File: config.mk
export PLATFORM = sky130hd
export DESIGN_NAME = game_flow_controller
export DESIGN_NICKNAME = d
export VERILOG_FILES = /design/src/rtl/game_flow_controller.sv
export SDC_FILE = /design/constraint.sdc
export NUM_CORES = 1
export LEC_CHECK = 0
export CORE_MARGIN = 1.5
export CORE_UTILIZATION = 48
export DETAILED_ROUTE_END_ITERATION = 16
export PLACE_DENSITY = 0.72
export RECOVER_POWER = 25
export SKIP_CTS_REPAIR_TIMING = 1
export SLEW_MARGIN = 10
export SYNTH_ARGS = -nofsm -noshare
export SYNTH_HDL_FRONTEND = slang
export SYNTH_SLANG_ARGS = --single-unit
File: constraint.sdc
create_clock -name clk -period 3.49 [get_ports clk]
set_input_delay 0.5235 -clock clk [delete_from_list [all_inputs] [get_ports clk]]
set_output_delay 0.5235 -clock clk [all_outputs]
set_load 0.05 [all_outputs]
File: src/rtl/game_flow_controller.sv
// Match sequencer for Connect4: accepts column drops, writes the board store,
// runs the win-check handshake, alternates turns and decides win or tie.
module game_flow_controller #(
    parameter int COLS   = 7,
    parameter int ROWS   = 6,
    parameter int MOVE_W = 6
) (
    input  logic              clk,
    input  logic              rst_n,
    input  logic              start,
    input  logic              move_valid,
    input  logic [2:0]        move_col,
    output logic              move_ready,
    output logic              move_reject,
    output logic              cell_we,
    output logic [2:0]        cell_col,
    output logic [2:0]        cell_row,
    output logic [1:0]        cell_player,
    output logic              chk_req,
    input  logic              chk_ack,
    input  logic              chk_win,
    output logic [1:0]        state,
    output logic [1:0]        game_status,
    output logic [MOVE_W-1:0] moves_made
);

    localparam logic [1:0] S_INIT  = 2'd0;
    localparam logic [1:0] S_TURN  = 2'd1;
    localparam logic [1:0] S_CHECK = 2'd2;
    localparam logic [1:0] S_END   = 2'd3;

    localparam logic [1:0] ST_PLAYING = 2'b00;
    localparam logic [1:0] ST_TIE     = 2'b11;

    localparam int                H_W    = $clog2(ROWS + 1);
    localparam logic [H_W-1:0]    ROWS_H = H_W'(ROWS);
    localparam logic [H_W-1:0]    H_ONE  = H_W'(1);
    localparam logic [H_W-1:0]    H_ZERO = H_W'(0);
    localparam logic [3:0]        COLS_C = 4'(COLS);
    localparam logic [MOVE_W-1:0] CELLS  = MOVE_W'(COLS * ROWS);
    localparam logic [MOVE_W-1:0] M_ONE  = MOVE_W'(1);
    localparam logic [MOVE_W-1:0] M_ZERO = MOVE_W'(0);

    // mover 0 = P1, 1 = P2; the same code is used for disc owner and win status
    function automatic logic [1:0] player_code(input logic m);
        return m ? 2'b10 : 2'b01;
    endfunction

    logic [1:0]        fsm_q, fsm_d;
    logic              mover_q, mover_d;
    logic [H_W-1:0]    height_q [COLS];
    logic [H_W-1:0]    height_d [COLS];
    logic [MOVE_W-1:0] moves_made_q, moves_made_d;
    logic [1:0]        game_status_q, game_status_d;
    logic [1:0]        state_q, state_d;
    logic              move_ready_q, move_ready_d;
    logic              move_reject_q, move_reject_d;
    logic              cell_we_q, cell_we_d;
    logic [2:0]        cell_col_q, cell_col_d;
    logic [2:0]        cell_row_q, cell_row_d;
    logic [1:0]        cell_player_q, cell_player_d;
    logic              chk_req_q, chk_req_d;

    logic [H_W-1:0]    sel_height_s;
    logic              col_ok_s;
    logic              accept_s;

    // Height of the requested column; out-of-range columns read as empty
    always_comb begin
        sel_height_s = H_ZERO;
        for (int c = 0; c < COLS; c++) begin
            if (move_col == 3'(c)) begin
                sel_height_s = height_q[c];
            end else begin
                sel_height_s = sel_height_s;
            end
        end
        col_ok_s = ({1'b0, move_col} < COLS_C);
        accept_s = (fsm_q == S_TURN) && move_valid && col_ok_s && (sel_height_s < ROWS_H);
    end

    // Next-state logic for the match sequencer and all registered outputs
    always_comb begin
        fsm_d         = fsm_q;
        mover_d       = mover_q;
        height_d      = height_q;
        moves_made_d  = moves_made_q;
        game_status_d = game_status_q;
        move_reject_d = 1'b0;
        cell_we_d     = 1'b0;
        cell_col_d    = cell_col_q;
        cell_row_d    = cell_row_q;
        cell_player_d = cell_player_q;
        chk_req_d     = chk_req_q;

        case (fsm_q)
            S_INIT: begin
                if (start) begin
                    fsm_d         = S_TURN;
                    mover_d       = 1'b0;
                    moves_made_d  = M_ZERO;
                    game_status_d = ST_PLAYING;
                    for (int c = 0; c < COLS; c++) height_d[c] = H_ZERO;
                end else begin
                    fsm_d = S_INIT;
                end
            end
            S_TURN: begin
                if (accept_s) begin
                    for (int c = 0; c < COLS; c++) begin
                        if (move_col == 3'(c)) begin
                            height_d[c] = height_q[c] + H_ONE;
                        end else begin
                            height_d[c] = height_q[c];
                        end
                    end
                    moves_made_d  = moves_made_q + M_ONE;
                    fsm_d         = S_CHECK;
                    cell_we_d     = 1'b1;
                    cell_col_d    = move_col;
                    cell_row_d    = 3'(sel_height_s);
                    cell_player_d = player_code(mover_q);
                    chk_req_d     = 1'b1;
                end else if (move_valid) begin
                    move_reject_d = 1'b1;
                end else begin
                    fsm_d = S_TURN;
                end
            end
            S_CHECK: begin
                if (chk_ack && chk_req_q) begin
                    chk_req_d = 1'b0;
                    if (chk_win) begin
                        fsm_d         = S_END;
                        game_status_d = player_code(mover_q);
                    end else if (moves_made_q == CELLS) begin
                        fsm_d         = S_END;
                        game_status_d = ST_TIE;
                    end else begin
                        fsm_d   = S_TURN;
                        mover_d = ~mover_q;
                    end
                end else begin
                    fsm_d = S_CHECK;
                end
            end
            S_END: begin
                if (start) begin
                    fsm_d         = S_INIT;
                    game_status_d = ST_PLAYING;
                    moves_made_d  = M_ZERO;
                    for (int c = 0; c < COLS; c++) height_d[c] = H_ZERO;
                end else begin
                    fsm_d = S_END;
                end
            end
            default: begin
                fsm_d     = S_INIT;
                chk_req_d = 1'b0;
            end
        endcase

        case (fsm_d)
            S_INIT:          state_d = 2'b00;
            S_TURN, S_CHECK: state_d = player_code(mover_d);
            S_END:           state_d = 2'b11;
            default:         state_d = 2'b00;
        endcase
        move_ready_d = (fsm_d == S_TURN);
    end

    // State and output registers
    always_ff @(posedge clk or negedge rst_n) begin
        if (!rst_n) begin
            fsm_q         <= S_INIT;
            mover_q       <= 1'b0;
            for (int c = 0; c < COLS; c++) height_q[c] <= H_ZERO;
            moves_made_q  <= M_ZERO;
            game_status_q <= ST_PLAYING;
            state_q       <= 2'b00;
            move_ready_q  <= 1'b0;
            move_reject_q <= 1'b0;
            cell_we_q     <= 1'b0;
            cell_col_q    <= 3'd0;
            cell_row_q    <= 3'd0;
            cell_player_q <= 2'b00;
            chk_req_q     <= 1'b0;
        end else begin
            fsm_q         <= fsm_d;
            mover_q       <= mover_d;
            height_q      <= height_d;
            moves_made_q  <= moves_made_d;
            game_status_q <= game_status_d;
            state_q       <= state_d;
            move_ready_q  <= move_ready_d;
            move_reject_q <= move_reject_d;
            cell_we_q     <= cell_we_d;
            cell_col_q    <= cell_col_d;
            cell_row_q    <= cell_row_d;
            cell_player_q <= cell_player_d;
            chk_req_q     <= chk_req_d;
        end
    end

    assign move_ready  = move_ready_q;
    assign move_reject = move_reject_q;
    assign cell_we     = cell_we_q;
    assign cell_col    = cell_col_q;
    assign cell_row    = cell_row_q;
    assign cell_player = cell_player_q;
    assign chk_req     = chk_req_q;
    assign state       = state_q;
    assign game_status = game_status_q;
    assign moves_made  = moves_made_q;

endmodule

==> summary.md, run 1 <==
| Metric | Value |
|---|---|
| Max H-tree Level | `2` |
| Total internal power | `around 0.0015 W` |
| Total Neg Setup Slack | `0 ns` |
| Maximum number of pins on one net before global-route repair | `47` |
| Global-route wire length before repair | `roughly 12 mm` |
| Fill cell count | `500` |
| Most common library cell in the layout ignoring fill and taps | `nand2_1` |
| Total Die Area | `~6500 um^2` |
| Power per standard cell area | `between 800 and 900 nW/um^2` |
| Power share of the clock group | `0.107` |
| Setup repair after global routing missed its margin | `false` |
| Number of enable flip-flop cells after synthesis | `0` |
| PortBufs | `30` |
| # placed instances | `about 420` |
| Sequential group share of total power | `0.306` |
| Total vias in the final route | `2558` |
| WL/cell | `around 17 um` |
| Max-cap check violation count | `1` |
| Pre-CTS worst setup slack | `between 0.2 and 0.25 ns` |
| Non-filler cells in the finished layout | `421` |
| Slack of the critical path | `between 0.4 and 0.5 ns` |
| Average size of a mapped cell | `9.19 um^2` |
| Post-route ant nets | `0` |
| Commonest non-fill, non-tap cells in the layout | `nand2_1 (48), dfrtp_1 (46), clkdlybuf4s50_1 (29)` |
| Post-detailed-placement half-perimeter wirelength | `approximately 5 mm` |
| Max Clock Skew | `0.00667 ns` |
| Kind of critical path | `in2reg` |
| Prevailing post-synth register cell | `dfrtp_1` |
| CTS root buffer | `clkbuf_8` |
| Cell Rows | `28` |
| Synthesis Warnings | `0` |
| Vias in the first global route | `roughly 2400` |
| Required time of the critical path | `around 3.7 ns` |
| Vertical die dimension | `~80 um` |
| Share of the cycle needed by the critical path after routing | `0.866` |
| Global router's overall resource usage | `0.244` |
| Top layer used by detailed routing | `met4` |
| Antenna violations before repair | `0` |
| Number of unique standard cell types used by synthesis | `a little under 60` |
| Lkg Pwr | `1.39 nW` |
| Number of placed I/O pins | `31` |
| Wire length on met2 | `about 3.2 mm` |
| Count of nets after finishing | `around 370` |
| Routed via count divided by cell count | `between 6 and 7` |
| Minimum hold slack | `approximately 0.50 ns` |
| Inserted Diodes | `0` |
| Maximum fanout along the worst path | `11` |
| Worst-Skew Late Latency | `approximately 0.3 ns` |
| Routed length on met1 | `approximately 3.3 mm` |
| Slew at the pin closest to its max-slew limit | `between 2 and 2.5 ns` |
| Share of post-route cells with drive strength above 1 | `0.0896` |
| Routed length on met3 | `about 380 um` |
| Net switching power | `about 0.0015 W` |
| Sinks on the clock net | `between 40 and 50` |
| Maximum clock rate | `between 300 and 400 MHz` |
| DRC violations left | `0` |
| Iteration-0 DRC count of the detailed router | `196` |
| Result of the run | `complete, but fails checks` |
| Synth Net Count | `340` |
| Register Area | `around 1200 um^2` |
| Async set-or-reset flop fraction in the synthesized netlist | `1.00` |
| Area added between synthesis and finish | `16.9%` |
| Maximum vdd ir drop | `slightly below 0.5 mV` |
| Number of failing hold endpoints at the final stage | `0` |
| Total CTS buffers | `5` |
| CTS tree | `built` |
| Maximum root-to-sink buffer count | `2` |
| Synthesized flop and latch total | `46` |
| Final-report max-slew violation count | `47` |
| First-pass iteration count of the detailed router | `5` |
| Period minus WS final | `~3.0 ns` |
| Overall die width | `a little over 80 um` |
| Worst EP arrival | `3.22 ns` |
| Initial core utilization | `0.493` |
| Normalized max-slew margin | `-0.640` |
| Relative contribution of combinational cells to total power | `0.587` |
| Number of setup violations in the final report | `0` |
| Floorplan Core Area | `~5900 um^2` |
| Startpoint kind of the worst setup timing path | `input port` |
| Switching Share | `0.500` |
| Wirelength, routed | `7.02 mm` |
| Area of the mapped netlist | `around 2900 um^2` |
| Utilization after layout | `0.577` |
| Placer congestion estimate | `0.826` |
| Clk slew on worst S/H paths | `approximately 0.08 ns` |
| Area of the multi-input gates | `about 1600 um^2` |
| Failing checks | `max-capacitance violations, max-slew violations` |
| Sequential-to-total area share from yosys stat | `0.399` |
| Cells after synthesis | `314` |
| Setup crit end kind | `flip-flop` |
| Remaining Overflow, GRT | `0` |
| Path class of the lowest-slack min-delay path | `reg2reg` |
-- synthesized netlist by cell type (all sizes together) (7+ instances only) --
| cell | n | area [um^2] |
|---|---|---|
| a211oi | 7 | 52.6 |
| a21oi | 15 | 75.1 |
| buf | 8 | 41.3 |
| clkbuf | 8 | 30.0 |
| dfrtp | 46 | 1150 |
| ha | 17 | 213 |
| inv | 14 | 52.6 |
| nand2 | 48 | 180 |
| nand2b | 11 | 68.8 |
| nor2 | 18 | 70.1 |
| o211ai | 15 | 113 |
| o21ai | 22 | 110 |
| o221ai | 11 | 96.3 |
-- critical path, cell delays in order --
cell and delay (ns):
clkdlybuf4s50_1 0.68, buf_4 0.25, mux2i_1 0.23, mux2i_1 0.11
nor2_1 0.20, o21a_1 0.26, a211oi_1 0.10, o41ai_1 0.37
ha_1 0.31, a21oi_1 0.13, nor2_1 0.05
-- logic make-up after synthesis --
| group | after synthesis | share of synthesized area |
|---|---|---|
| mux | 11 | 0.0442 |
| flops | 46 | 0.399 |
| buf+inv | 30 | 0.0429 |
| fa+ha+maj | 17 | 0.0737 |
| simple gates | 108 | 0.182 |
| xor+xnor | 1 | 0.00303 |
| compound gates | 101 | 0.256 |
-- metal layers --
metal  up-vias  track usage
met5         -            0
met4         0       0.0845
met3        14       0.0432
met2        99        0.376
met1      1212        0.342
li1       1233            -
-- through the flow --
step,total power (W),instance area [um^2]
floorplan,0.00214,2890
global placement,0.00266,3290
detailed placement,0.00270,3290
CTS,0.00303,3380
global route,0.00327,3380
finish,0.00302,3380
-- path summary, 6_finish.rpt --
kind,slack [ns],start,cells past startpoint,end
worst min register to register,0.50,cell_row[2],2,cell_row[2]
min in group asynchronous,0.98,rst_n,1,cell_row[1]
worst min-delay path,0.50,cell_row[2],2,cell_row[2]
worst max-delay path,0.47,move_col[0],11,state[1]
worst max register to register,0.99,fsm_q[1],10,state[1]
max in group asynchronous,1.12,rst_n,1,cell_col[0]
-- state kept, by name, indices dropped and copies added (netlist names), 2 cells and up --
signal,cells
moves_made,6
cell_row,3
cell_player,2
height_q,21
cell_col,3
game_status,2
fsm_q,2
state,2
-- final cells by class --
type,instances,area share
Timing Repair Buffer,42,0.114
Clock buffer,6,0.0245
Sequential cell,46,0.341
Tap cell,75,0.0278
Inverter,14,0.0156
Multi-Input combinational cell,238,0.477
-- power groups by stage --
stage	combinational (W)	sequential (W)	clock (W)
2_1_floorplan	0.000846	0.00129	0
6_report	0.00177	0.000926	0.000323
5_1_grt	0.00195	0.000962	0.000360
4_1_cts	0.00177	0.000926	0.000331
3_5_place_dp	0.00177	0.000937	0
3_3_place_gp	0.00173	0.000931	0
Power figures use the tool's default switching activity.
==> run 2: changes to the inputs <==
==> constraint.sdc (replaced) <==
create_clock -name clk -period 3.7 [get_ports clk]
set_input_delay 0.555 -clock clk [delete_from_list [all_inputs] [get_ports clk]]
set_output_delay 0.555 -clock clk [all_outputs]
set_load 0.05 [all_outputs]
==> run 2 against run 1 <==
Effect of this change: the run still ends with max-capacitance violations, max-slew violations left; global-route usage decreased by 1.1 points; sequential power is 5.2% lower; clock skew decreased by 0.0028 ns; cell area up 0.44%; utilization increased by 0.26 points; combinational power is 5% lower; critical path depth down 1; final cell count down 0.24%; wire length is 0.84% higher; critical path type unchanged.
==> summary.md, run 2 (synthesis gave the netlist of run 1 again) <==
| Metric | Value |
|---|---|
| Failing checks | `max-capacitance violations, max-slew violations` |
| Top register by number of flip-flops | `height_q` |
| Required time of the critical path | `about 4 ns` |
| Total CTS buffers | `5` |
| Remaining Overflow, GRT | `0` |
| Floorplan Core Area | `slightly below 6000 um^2` |
| Total Die Area | `approximately 6500 um^2` |
| Antenna violations before repair | `0` |
| Post-route cell area | `approximately 3400 um^2` |
| Result of the run | `complete, but fails checks` |
| Share of post-route cells with drive strength above 1 | `0.0870` |
| Power per standard cell area | `just under 900 nW/um^2` |
| Maximum clock rate | `approximately 310 MHz` |
| Startpoint kind of the worst setup timing path | `input port` |
| First-pass iteration count of the detailed router | `5` |
| CTS root buffer | `clkbuf_8` |
| Vertical die dimension | `a little over 80 um` |
| WL/cell | `approximately 17 um` |
| Placed inst area | `3280 um^2` |
| Lkg Pwr | `between 1 and 1.5 nW` |
| Overall die width | `just over 80 um` |
| Normalized max-slew margin | `-0.632` |
| Maximum root-to-sink buffer count | `2` |
| Path class of the lowest-slack min-delay path | `reg2reg` |
| Routed via count divided by cell count | `a little over 6` |
| PortBufs | `30` |
| Total vias in the final route | `2619` |
| Commonest non-fill, non-tap cells in the layout | `nand2_1 (48), dfrtp_1 (46), clkdlybuf4s50_1 (29)` |
| Number of setup violations in the final report | `0` |
| Post-route ant nets | `0` |
| GR Layer Usage met3 | `0.0443` |
| Worst EP arrival | `about 3.4 ns` |
| Max Clock Skew | `0.00389 ns` |
| Period minus WS final | `roughly 3.2 ns` |
| Overall power | `0.00295 W` |
| Number of placed I/O pins | `31` |
| Area added between synthesis and finish | `17.5%` |
| Worst-Skew Late Latency | `roughly 0.30 ns` |
| Maximum fanout along the worst path | `11` |
| Slew at the pin closest to its max-slew limit | `between 2 and 2.5 ns` |
| Global-route wire length before repair | `~12 mm` |
| Placer congestion estimate | `0.883` |
| Count of nets after finishing | `roughly 370` |
| Share of the cycle needed by the critical path after routing | `0.863` |
| Total Neg Setup Slack | `0 ns` |
| Max FFs per register | `21` |
| Maximum number of pins on one net before global-route repair | `47` |
| Cell Rows | `28` |
| Initial core utilization | `0.493` |
| Maximum vdd ir drop | `between 0.5 and 0.6 mV` |
| Inserted Diodes | `0` |
| DRC violations left | `0` |
| Wirelength, routed | `between 7 and 8 mm` |
| Kind of critical path | `in2reg` |
| Max H-tree Level | `2` |
| Number of failing hold endpoints at the final stage | `0` |
| Clk slew on worst S/H paths | `0.08 ns` |
| Iteration-0 DRC count of the detailed router | `215` |
| Sinks on the clock net | `46` |
| CTS tree | `built` |
| Minimum hold slack | `0.506 ns` |
| Setup repair after global routing missed its margin | `false` |
| Top Usage Layer GRT | `met2` |
| Met1 track demand over resource in global routing | `0.309` |
| Max-cap check violation count | `1` |
| Met2 capacity usage during global routing | `0.366` |
| Post-detailed-placement half-perimeter wirelength | `4.97 mm` |
| Final-report max-slew violation count | `47` |
| Most common library cell in the layout ignoring fill and taps | `nand2_1` |
| Global router's overall resource usage | `0.232` |
| # placed instances | `~410` |
| Non-filler cells in the finished layout | `420` |
| Vias in the first global route | `between 2000 and 2500` |
| Setup crit end kind | `flip-flop` |
==> run 2: cell types whose count changed in the layout (fill, tap and decap cells not counted), sizes merged <==
cell    before  now
buf         12   10
bufinv       0    1
==> run 2: worst max-delay path: stages <==
cell and delay [ns]:
clkdlybuf4s50_1 0.75, mux2i_1 0.26, o21ai_0 0.13, a221oi_2 0.43, o21a_1 0.25, a211oi_1 0.10
o41ai_1 0.41, ha_1 0.32, a21oi_1 0.13, nor2_1 0.05
==> run 2: path summary, 6_finish.rpt <==
| kind | depth (start not counted) | to | slack, ns | start |
|---|---|---|---|---|
| max in group asynchronous | 1 | height_q[7] | 1.30 | rst_n |
| hold / removal | 2 | game_status[0] | 0.51 | game_status[0] |
| setup reg to reg | 10 | state[1] | 1.09 | fsm_q[1] |
| setup / recovery | 10 | state[1] | 0.51 | move_col[0] |
| min in group asynchronous | 1 | cell_row[1] | 0.99 | rst_n |
| hold reg to reg | 2 | game_status[0] | 0.51 | game_status[0] |
==> run 2: cell type report <==
type	count	area, um^2
fill	512	2460
multi-input combinational	238	1610
sequential	46	1150
timing repair buffer	40	369
tap	75	93.8
clock buffer	6	82.6
inverter	14	52.6
clock inverter	1	30.0
==> run 2: stage by stage <==
stage	util	setup WS, ns
after floorplan	-	1.07
after global placement	0.561	0.372
after detailed placement	0.561	0.252
after CTS	0.580	0.551
after global routing	0.580	0.318
final	0.580	0.506
==> run 2: power by group <==
group	total [W]	switching, W	internal, W
clock network	0.000383	0.000167	0.000216
logic	0.00169	0.00110	0.000587
registers	0.000878	0.000183	0.000695
==> run 2: routing by layer <==
layer / part of all wire / routed length, um
met5: 0 / 0
met4: 0.021 / 147
met3: 0.055 / 386
met2: 0.47 / 3350
met1: 0.45 / 3200
==> run 3: changes to the inputs <==
--- a/config.mk
+++ b/config.mk
@@ -6,9 +6,9 @@
 export NUM_CORES = 1
 export LEC_CHECK = 0
 export CORE_MARGIN = 1.5
-export CORE_UTILIZATION = 48
+export CORE_UTILIZATION = 40
 export DETAILED_ROUTE_END_ITERATION = 16
-export PLACE_DENSITY = 0.72
+export PLACE_DENSITY = 0.63
 export RECOVER_POWER = 25
 export SKIP_CTS_REPAIR_TIMING = 1
 export SLEW_MARGIN = 10
==> run 3 against run 2 <==
Effect of this change: the flow still finishes with violations (max-capacitance violations, max-slew violations); total power fell by 0.78%; setup slack better by 0.20 ns; sequential power is essentially flat; cell area up 1.0%.
==> summary.md, run 3 (synthesis gave the netlist of run 1 again) <==
| Metric | Value |
|---|---|
| Normalized max-slew margin | `-0.628` |
| Cell Rows | `30` |
| Remaining Overflow, GRT | `0` |
| Worst-Skew Late Latency | `0.30 ns` |
| Placer congestion estimate | `about 0.91` |
| # placed instances | `435` |
| Wirelength, routed | `a little under 7 mm` |
| Post-detailed-placement half-perimeter wirelength | `around 4.9 mm` |
| Critical Path, Cell by Cell | `clkdlybuf4s50_1 > nand3b_1 > o21ai_0 > a221oi_2 > o21a_1 > a211oi_1 > o41ai_1 > ha_1 > a21oi_1 > nor2_1` |
| Top register by number of flip-flops | `height_q` |
| WL/cell | `15.7 um` |
| Required time of the critical path | `about 4 ns` |
| PortBufs | `30` |
| Maximum root-to-sink buffer count | `2` |
| Area of the multi-input gates | `~1600 um^2` |
| Share of post-route cells with drive strength above 1 | `0.0896` |
| Worst path max stage delay | `between 0.6 and 0.7 ns` |
| Period minus WS final | `between 2 and 3 ns` |
| Kind of critical path | `in2reg` |
| Maximum fanout along the worst path | `14` |
| Post-route ant nets | `0` |
| Minimum hold slack | `just under 0.5 ns` |
| Total Neg Setup Slack | `0 ns` |
| Total Die Area | `7740 um^2` |
| CTS tree | `built` |
| Worst EP arrival | `about 3.2 ns` |
| Lkg Pwr | `1.40 nW` |
| Max-cap check violation count | `1` |
| CTS root buffer | `clkbuf_8` |
| Total vias in the final route | `roughly 2500` |
| Global-route wire length before repair | `~12 mm` |
| Post-route cell area | `~3400 um^2` |
| Routed via count divided by cell count | `~5.7` |
| Sinks on the clock net | `46` |
| Count of nets after finishing | `around 370` |
| Most common library cell in the layout ignoring fill and taps | `nand2_1` |
| Max Clock Skew | `0.00329 ns` |
| Path class of the lowest-slack min-delay path | `reg2reg` |
| Floorplan Core Area | `approximately 6900 um^2` |
| Startpoint kind of the worst setup timing path | `input port` |
| Maximum number of pins on one net before global-route repair | `47` |
| Share of the cycle needed by the critical path after routing | `0.809` |
| Max FFs per register | `21` |
| Max H-tree Level | `2` |
| Result of the run | `complete, but fails checks` |
| Total CTS buffers | `5` |
| Initial core utilization | `0.420` |
| Area added between synthesis and finish | `18.6%` |
| Non-filler cells in the finished layout | `~440` |
| Power per standard cell area | `roughly 850 nW/um^2` |
| Top Family by Delay on Critical Path | `compound AO/OA/AOI/OAI gates` |
| Antenna violations before repair | `0` |
| Number of setup violations in the final report | `0` |
| Maximum clock rate | `334 MHz` |
| Failing checks | `max-capacitance violations, max-slew violations` |
| Register Area | `about 1200 um^2` |
| Number of placed I/O pins | `31` |
| Number of failing hold endpoints at the final stage | `0` |
| Slew at the pin closest to its max-slew limit | `approximately 2.4 ns` |
| Fill cell count | `around 660` |
| Setup repair after global routing missed its margin | `false` |
| Setup crit end kind | `flip-flop` |
| Maximum vdd ir drop | `0.378 mV` |
| First-pass iteration count of the detailed router | `4` |
| Clk slew on worst S/H paths | `around 0.080 ns` |
| Iteration-0 DRC count of the detailed router | `approximately 110` |
| Vertical die dimension | `88.0 um` |
| Final-report max-slew violation count | `47` |
| DRC violations left | `0` |
| Cell with the biggest individual delay on the critical path | `clkdlybuf4s50_1` |
| CP Buf/Inv Count | `1` |
| Vias in the first global route | `between 2000 and 2500` |
| Global router's overall resource usage | `0.195` |
| Overall die width | `88.0 um` |
| Commonest non-fill, non-tap cells in the layout | `nand2_1 (48), dfrtp_1 (46), clkdlybuf4s50_1 (29)` |
| Placed inst area | `between 3000 and 4000 um^2` |
| Inserted Diodes | `0` |
-- run 3: where the power goes --
group | switching [W] | internal [W] | total [W] | leakage [nW]
Clock | 0.000171 | 0.000216 | 0.000388 | 0.0573
Sequential | 0.000183 | 0.000694 | 0.000877 | 0.602
Combinational | 0.00108 | 0.000578 | 0.00166 | 0.738
-- run 3: worst min-delay path: cells and delay by family (launching register included) --
kind             cells  cell delay, ns
DFF                  1            0.35
and+or+nand+nor      2            0.12
-- run 3: final timing paths --
kind | startpoint | slack (ns) | cells past startpoint | to
worst max-delay path | move_col[1] | 0.71 | 10 | state[1]
max in group asynchronous | rst_n | 1.33 | 1 | cell_row[1]
worst max register to register | fsm_q[1] | 1.14 | 10 | state[1]
min in group asynchronous | rst_n | 0.99 | 1 | moves_made[2]
worst min register to register | cell_row[2] | 0.50 | 2 | cell_row[2]
worst min-delay path | cell_row[2] | 0.50 | 2 | cell_row[2]
-- run 3: metrics by stage --
stage	power, W	utilization	setup WS [ns]
after CTS	0.00294	0.499	0.735
after global placement	0.00252	0.482	0.486
final	0.00292	0.499	0.708
after floorplan	0.00201	-	1.07
after global routing	0.00313	0.499	0.506
after detailed placement	0.00254	0.482	0.433
-- run 3: routing by layer --
| layer | up-vias | wire (um) | global-route usage |
|---|---|---|---|
| li1 | 1234 | - | - |
| met1 | 1213 | 3340 | 0.263 |
| met2 | 53 | 3230 | 0.314 |
| met3 | 9 | 270 | 0.0339 |
| met4 | 0 | 123 | 0.0707 |
| met5 | - | 0 | 0 |
-- run 3: cell type report --
class	instances	area share
multi-input combinational	238	0.471
sequential	46	0.336
timing repair buffer	41	0.110
tap	96	0.0351
clock buffer	6	0.0241
inverter	14	0.0153
clock inverter	1	0.00877
